File: config.mk
export PLATFORM = sky130hd
export DESIGN_NAME = reg_file_2r_1w_param
export DESIGN_NICKNAME = d
export VERILOG_FILES = /design/src/rtl/reg_file_2r_1w_param.sv
export SDC_FILE = /design/constraint.sdc
export NUM_CORES = 2
export LEC_CHECK = 0
export BUFFER_PORTS_ARGS = -buffer_cell sky130_fd_sc_hd__buf_4
export CAP_MARGIN = 30
export CELL_PAD_IN_SITES_DETAIL_PLACEMENT = 1
export CELL_PAD_IN_SITES_GLOBAL_PLACEMENT = 2
export CORE_UTILIZATION = 30
export CTS_CLUSTER_SIZE = 10
export DETAILED_ROUTE_END_ITERATION = 8
export GPL_TIMING_DRIVEN = 0
export PLACE_DENSITY = 0.71
export SYNTH_ARGS = -nofsm -noshare
export SYNTH_HDL_FRONTEND = slang
export SYNTH_SLANG_ARGS = --single-unit
File: constraint.sdc
create_clock -name clk -period 3.6 [get_ports clk]
set_clock_uncertainty 0.1 [all_clocks]
set_input_delay 0.72 -clock clk [delete_from_list [all_inputs] [get_ports clk]]
set_output_delay 0.72 -clock clk [all_outputs]
set_load 0.01 [all_outputs]
File: src/rtl/reg_file_2r_1w_param.sv
// ============================================================================
// Module   : reg_file_2r_1w_param
// Purpose  : DEPTH x WIDTH register file, two registered read ports, one
//            byte-masked write port, write-first bypass, valid bits, clear.
//            Optional per-byte parity enabled by REG_FILE_PARITY_EN.
// Revision : 1.0 - initial release
// ============================================================================
`default_nettype none

module reg_file_2r_1w_param #(
    parameter int WIDTH  = 64,
    parameter int DEPTH  = 8,
    parameter int ADDR_W = 3
) (
    input  logic                 clk,
    input  logic                 rst,
    input  logic                 wr_en,
    input  logic [ADDR_W-1:0]    wr_addr,
    input  logic [WIDTH/8-1:0]   wr_mask,
    input  logic [WIDTH-1:0]     wr_data,
    input  logic                 clear,
`ifdef REG_FILE_PARITY_EN
    input  logic                 parity_inject,
    output logic                 rd0_perr,
    output logic                 rd1_perr,
`endif
    input  logic                 rd0_en,
    input  logic [ADDR_W-1:0]    rd0_addr,
    output logic [WIDTH-1:0]     rd0_data,
    output logic                 rd0_vld,
    input  logic                 rd1_en,
    input  logic [ADDR_W-1:0]    rd1_addr,
    output logic [WIDTH-1:0]     rd1_data,
    output logic                 rd1_vld
);

    localparam int c_NUM_BYTES = WIDTH / 8;
    localparam int c_NUM_PORTS = 2;

    logic [WIDTH-1:0]       mem_q [DEPTH];
    logic [WIDTH-1:0]       mem_d [DEPTH];
    logic [DEPTH-1:0]       vld_q;
    logic [DEPTH-1:0]       vld_d;
    logic [WIDTH-1:0]       w_wr_base;
    logic [WIDTH-1:0]       w_wr_merged;

    logic                   w_rd_en   [c_NUM_PORTS];
    logic [ADDR_W-1:0]      w_rd_addr [c_NUM_PORTS];
    logic [WIDTH-1:0]       rd_data_q [c_NUM_PORTS];
    logic [WIDTH-1:0]       rd_data_d [c_NUM_PORTS];
    logic                   rd_vld_q  [c_NUM_PORTS];
    logic                   rd_vld_d  [c_NUM_PORTS];

    assign w_rd_en[0]   = rd0_en;
    assign w_rd_en[1]   = rd1_en;
    assign w_rd_addr[0] = rd0_addr;
    assign w_rd_addr[1] = rd1_addr;
    assign rd0_data     = rd_data_q[0];
    assign rd1_data     = rd_data_q[1];
    assign rd0_vld      = rd_vld_q[0];
    assign rd1_vld      = rd_vld_q[1];

    // Next state of the array: clear first, then the write merged on top.
    // Reads take mem_d/vld_d, which gives write-first bypass for free.
    always_comb begin
        w_wr_base   = '0;
        w_wr_merged = '0;
        vld_d       = clear ? '0 : vld_q;
        for (int i = 0; i < DEPTH; i++) begin
            mem_d[i] = clear ? '0 : mem_q[i];
        end
        for (int i = 0; i < DEPTH; i++) begin
            if (wr_addr == ADDR_W'(i)) begin
                w_wr_base = mem_d[i];
            end
        end
        for (int b = 0; b < c_NUM_BYTES; b++) begin
            w_wr_merged[8*b +: 8] = wr_mask[b] ? wr_data[8*b +: 8] : w_wr_base[8*b +: 8];
        end
        for (int i = 0; i < DEPTH; i++) begin
            if (wr_en && (wr_addr == ADDR_W'(i))) begin
                mem_d[i] = w_wr_merged;
                vld_d[i] = 1'b1;
            end
        end
        for (int p = 0; p < c_NUM_PORTS; p++) begin
            rd_data_d[p] = rd_data_q[p];
            rd_vld_d[p]  = rd_vld_q[p];
            if (w_rd_en[p]) begin
                rd_data_d[p] = '0;
                rd_vld_d[p]  = 1'b0;
                for (int i = 0; i < DEPTH; i++) begin
                    if (w_rd_addr[p] == ADDR_W'(i)) begin
                        rd_data_d[p] = mem_d[i];
                        rd_vld_d[p]  = vld_d[i];
                    end
                end
            end
        end
    end

    always_ff @(posedge clk) begin
        if (rst) begin
            vld_q <= '0;
            for (int i = 0; i < DEPTH; i++) begin
                mem_q[i] <= '0;
            end
            for (int p = 0; p < c_NUM_PORTS; p++) begin
                rd_data_q[p] <= '0;
                rd_vld_q[p]  <= 1'b0;
            end
        end else begin
            vld_q <= vld_d;
            for (int i = 0; i < DEPTH; i++) begin
                mem_q[i] <= mem_d[i];
            end
            for (int p = 0; p < c_NUM_PORTS; p++) begin
                rd_data_q[p] <= rd_data_d[p];
                rd_vld_q[p]  <= rd_vld_d[p];
            end
        end
    end

`ifdef REG_FILE_PARITY_EN
    generate
        if (1) begin : g_parity
            logic [c_NUM_BYTES-1:0] par_q  [DEPTH];
            logic [c_NUM_BYTES-1:0] par_d  [DEPTH];
            logic                   perr_q [c_NUM_PORTS];
            logic                   perr_d [c_NUM_PORTS];

            function automatic logic [c_NUM_BYTES-1:0] byte_par(input logic [WIDTH-1:0] w);
                logic [c_NUM_BYTES-1:0] r;
                for (int b = 0; b < c_NUM_BYTES; b++) begin
                    r[b] = ^w[8*b +: 8];
                end
                return r;
            endfunction

            // Bypassed and cleared reads come from freshly computed state, so
            // only reads of untouched stored entries can flag an error.
            always_comb begin
                for (int i = 0; i < DEPTH; i++) begin
                    par_d[i] = clear ? '0 : par_q[i];
                    if (wr_en && (wr_addr == ADDR_W'(i))) begin
                        par_d[i] = byte_par(w_wr_merged)
                                 ^ {{(c_NUM_BYTES-1){1'b0}}, parity_inject};
                    end
                end
                for (int p = 0; p < c_NUM_PORTS; p++) begin
                    perr_d[p] = perr_q[p];
                    if (w_rd_en[p]) begin
                        perr_d[p] = 1'b0;
                        for (int i = 0; i < DEPTH; i++) begin
                            if ((w_rd_addr[p] == ADDR_W'(i)) && !clear
                                && !(wr_en && (wr_addr == ADDR_W'(i)))) begin
                                perr_d[p] = |(byte_par(mem_q[i]) ^ par_q[i]);
                            end
                        end
                    end
                end
            end

            always_ff @(posedge clk) begin
                if (rst) begin
                    for (int i = 0; i < DEPTH; i++) begin
                        par_q[i] <= '0;
                    end
                    for (int p = 0; p < c_NUM_PORTS; p++) begin
                        perr_q[p] <= 1'b0;
                    end
                end else begin
                    for (int i = 0; i < DEPTH; i++) begin
                        par_q[i] <= par_d[i];
                    end
                    for (int p = 0; p < c_NUM_PORTS; p++) begin
                        perr_q[p] <= perr_d[p];
                    end
                end
            end

            assign rd0_perr = perr_q[0];
            assign rd1_perr = perr_q[1];
        end
    endgenerate
`endif

endmodule

`default_nettype wire
* After elaboration in Yosys (flattened, before gate mapping)
Memory sizes are Yosys's and may differ from the RTL's.
Index checks and enable logic that the tools add are counted.
** Cells by class
- Eq/ne operators :: 21
- Muxes and demuxes :: 92
- Bitwise operators :: 12
- Reduce and logical (&&, ||, !) cells :: 11
** Operator list (count)
- 64-bit 2-to-1 mux :: 52
- 8-bit 2-to-1 mux :: 9
- 3-bit equality test, second input constant :: 12
- 1-bit 2-to-1 mux :: 31
- 3-bit by 2-bit equality test with 1-bit output, second input constant :: 6
- 1-bit bitwise OR :: 12
- 3-bit by 1-bit equality test with 1-bit output, second input constant :: 3
- 3-bit zero test :: 3
- 1-bit logical AND :: 8
** Word-level totals
- Memories kept :: 3
- Output and inout port bits :: 130
- RAM bits :: 642
- Register bits after elaboration :: 8
- Input bits :: 87
** Memories
- mem_q :: words 8, bits a word 64, rd ports 8, clocked after Yosys merged registers in 0, wr ports 8, line 40 : logic [WIDTH-1:0] mem_q [DEPTH];
- rd_data_q :: words 2, bits a word 64, rd ports 2, clocked after Yosys merged registers in 0, wr ports 2, line 49 : logic [WIDTH-1:0] rd_data_q [c_NUM_PORTS];
- rd_vld_q :: words 2, bits a word 1, rd ports 2, clocked after Yosys merged registers in 0, wr ports 2, line 51 : logic rd_vld_q [c_NUM_PORTS];

* Longest topological paths before layout
- Depth in word-level cells :: 21
- Depth in mapped cells :: 14
- Gate-level depth less buffers :: 8

* Worst setup path after synthesis
Ideal clock, no wire load.
- Path kind :: in2reg
- From :: in wr_addr[1]
- To :: mem rd_data_q[0][14]
- Buffers on the path :: 5
- Cell stages on the path :: 12
- Data required time :: 3.383 ns
- Path slack :: 0.725 ns
- Library setup time :: 0.117 ns
- Data arrival time :: 2.657 ns
- Path through :: buf_4 -> buf_6 -> nor4bb_1 -> buf_2 -> nor3_2 -> o21ai_0 -> nor2b_1 -> buf_2 -> buf_2 -> o2111ai_1 -> nand3_1 -> a32o_1
** RTL lines
- start: declaration :: line 18 : input logic [ADDR_W-1:0] wr_addr,
- end: declaration :: line 49

==> results.py <==
metrics = {
    "worst_hold_path": {
        "hold_depth": 3,
        "min-delay-path-class": "in -> reg",
    },
    "critical_path": {
        "end_kind": "flop",
        "worstPathRequired_ns": 4.13,
        "startpoint_type": "input port",
        "critPathKind": "in -> reg",
        "reg2reg_depth": 9,
        "crit_chain": "buf_4, buf_2, nand4bb_1, buf_2, nand2_1, clkbuf_1, clkbuf_1, buf_8, o21ai_0, nor4_1, o21ai_0, a22oi_1",
        "crit_arrival_ns": 4.41,
        "slowest_stage": "clkbuf_1",
        "critical-path-max-stage-delay_ns": 0.84,
        "crit_path_max_fanout": 10,
    },
    "sta": {
        "relSlewSlack_pct": 18.2,
        "finalSetupTns_ns": -9.30,
        "finalHoldViolCount": 0,
        "finalCritPeriodShare_pct": 108,
        "layout_setup_ws_ns": -0.271,
        "finalCriticalPeriod_ns": 3.87,
        "clock.fmax_mhz": 258,
        "slew_viol_final": 0,
        "hold_ws_ns": 0.175,
        "rsz0062_at_grt": "true",
        "worstMarginPinSlew_ns": 1.22,
        "setup_violations": 133,
    },
    "synth": {
        "netlist_instances": 5982,
        "synth_top_cell_by_area": "dfxtp_1",
        "synthTopCellsByArea": "dfxtp_1 (30%), a21oi_1 (9.2%), nor2_1 (6.1%)",
        "ys_ff_latch": 650,
        "syn_area_per_cell_um2": 7.21,
        "synth.distinct_cells": 80,
        "async_flop_share_pct": 0,
        "syn-cell-area_um2": 43200,
        "ys_warn_count": 0,
        "synth_top_area_share_pct": 30.2,
        "synth_edf_count": 0,
        "ys.flop_type": "dfxtp_1",
        "syn_nets": 6069,
        "ys_seq_area_share_pct": 30.2,
    },
    "final_layout": {
        "stdcell_count": 8339,
        "drive_gt1_share_pct": 12.4,
        "layout_common_cells": "a21oi_1 (792), nor2_1 (694), nand2_1 (664)",
        "fin_area_um2": 51900,
        "finalNetCount": 6456,
        "layout_commonest_cell": "a21oi_1",
        "area_growth_pct": 20.2,
    },
    "routing": {
        "dr.pass1.iters": 6,
        "routed_wl_um": 320000,
        "drt-vias-per-instance": 6.63,
        "post-route-drc-count": 0,
        "route.antenna.remaining_nets": 0,
        "drt_iter0_markers": 6993,
        "wl_per_cell_um": 38.4,
        "vias": 55249,
    },
    "power": {
        "p_leak_nw": 19.2,
        "ir_drop_mv": 0.331,
        "power.density_nw_per_um2": 406,
        "fin_total_pwr_mw": 21.1,
    },
    "floorplanning": {
        "boundaryPins": 217,
        "core_area_um2": 142000,
        "die_h_um": 381,
        "start_util_pct": 30.4,
        "die_x_um": 381,
        "num_rows": 138,
        "die_area_um2": 145000,
    },
    "grt": {
        "grt_pass1_wl_um": 437000,
        "overflow": 0,
        "track_usage_pct": 42.4,
        "grt_antenna_before_repair": 29,
        "grt_max_degree": 20,
        "grt_pass1_vias": 53573,
    },
    "clock_tree": {
        "cts_tree": "done",
        "hold_buffers": 0,
        "root_buffer": "clkbuf_16",
        "htree_levels": 3,
        "clk_pin_slew_ns": 0.06,
        "cts_buffers": 88,
        "cts_sinks": 650,
        "clockBufferDepth": 3,
        "clkLatencyLatePin_ns": 0.74,
    },
    "placement": {
        "routabilityCongestion": 1.04,
        "dp_cells": 8165,
        "placed_area_um2": 48500,
        "port_buffers": 204,
        "dp_hpwl_um": 247000,
    },
    "outcome": {
        "violations": "setup timing",
        "status": "finished with violations",
    },
    "flow_run": {
        "maxCapViolCount": 0,
    },
}
==> worst max-delay path: cells and delay by family <==
family	cells	cell delay, ns
buffers and inverters	6	2.22
AND/OR/NAND/NOR	3	0.93
AO/OA/AOI/OAI	3	0.50
==> worst paths after layout <==
path | start | endpoint | slack (ns)
worst max-delay path | wr_addr[2] | rd_data_q[0][124] | -0.27
worst min-delay path | wr_data[21] | mem_q[1][213] | 0.17
worst max register to register | mem_q[1][62] | rd_data_q[0][62] | 0.58
worst min register to register | rd_data_q[0][56] | rd_data_q[0][56] | 0.37
==> where the power goes <==
part           internal, mW  total [mW]  leakage [nW]  switching, mW
Combinational          1.19        4.33          12.6           3.13
Sequential             7.35        7.51          5.26          0.167
Clock                  5.23        9.21          1.40           3.98
==> through the flow <==
step	util, %	setup WS, ns
after floorplan	-	0.725
after global placement	33.1	-2.99
after detailed placement	34.1	-1.54
after CTS	36.3	-0.0199
after global routing	36.5	-0.142
final	36.5	-0.271
==> layout make-up <==
cell class	count	area, um2
fillers	17440	90200
multi-input cells	4655	27500
flip-flops and latches	650	13000
repair buffers	308	3110
plain buffers	650	2950
clock buffers	133	2580
well taps	1890	2360
clock inverters	25	282
inverters	16	60.1
diodes	12	30.0
==> logic make-up (layout without fill, tap and decap cells) <==
logic type,after synthesis,in the layout,share of synthesized area [%]
other,0,12,0
buffers and inverters,677,1132,6.66
and+or+nand+nor,2056,2056,22.0
DFF,650,650,30.2
muxes,122,122,3.68
AOI/OAI and AO/OA,2477,2477,37.5
==> synthesized netlist by cell type, types with 56 or more instances <==
cell and number:
a211oi_1 63, a31oi_1 64, buf_1 56, and3_1 222
o221ai_1 79, o31ai_1 78, o21ai_0 457, o211ai_1 61
buf_2 93, a221oi_1 173, a22oi_1 155, a21o_1 91
mux2i_1 90, nand3_1 86, nand2_1 665, o22ai_1 92
a21oi_1 792, nor2b_1 143, nor2_1 704, dfxtp_1 650
clkbuf_1 470
==> registers in the layout (all words and copies together), names as in the netlist <==
signal     count
rd_vld_q       2
vld_q          8
rd_data_q    128
mem_q        512
==> what timing repair did <==
item	CTS	global route
endpoints found under the setup margin	393	142
setup buffers	8	0
pin swaps	3	1
gates resized for setup	74	80
==> metal layers <==
| layer | routed length [um] | part of all wire [%] | global-route usage, % |
|---|---|---|---|
| met4 | 23600 | 7.4 | 26.7 |
| met1 | 129000 | 40 | 54.0 |
| met2 | 135000 | 42 | 63.3 |
| met3 | 32000 | 10 | 11.1 |
| met5 | 190 | 0.059 | 0 |
(Power assumes the default switching activity.)
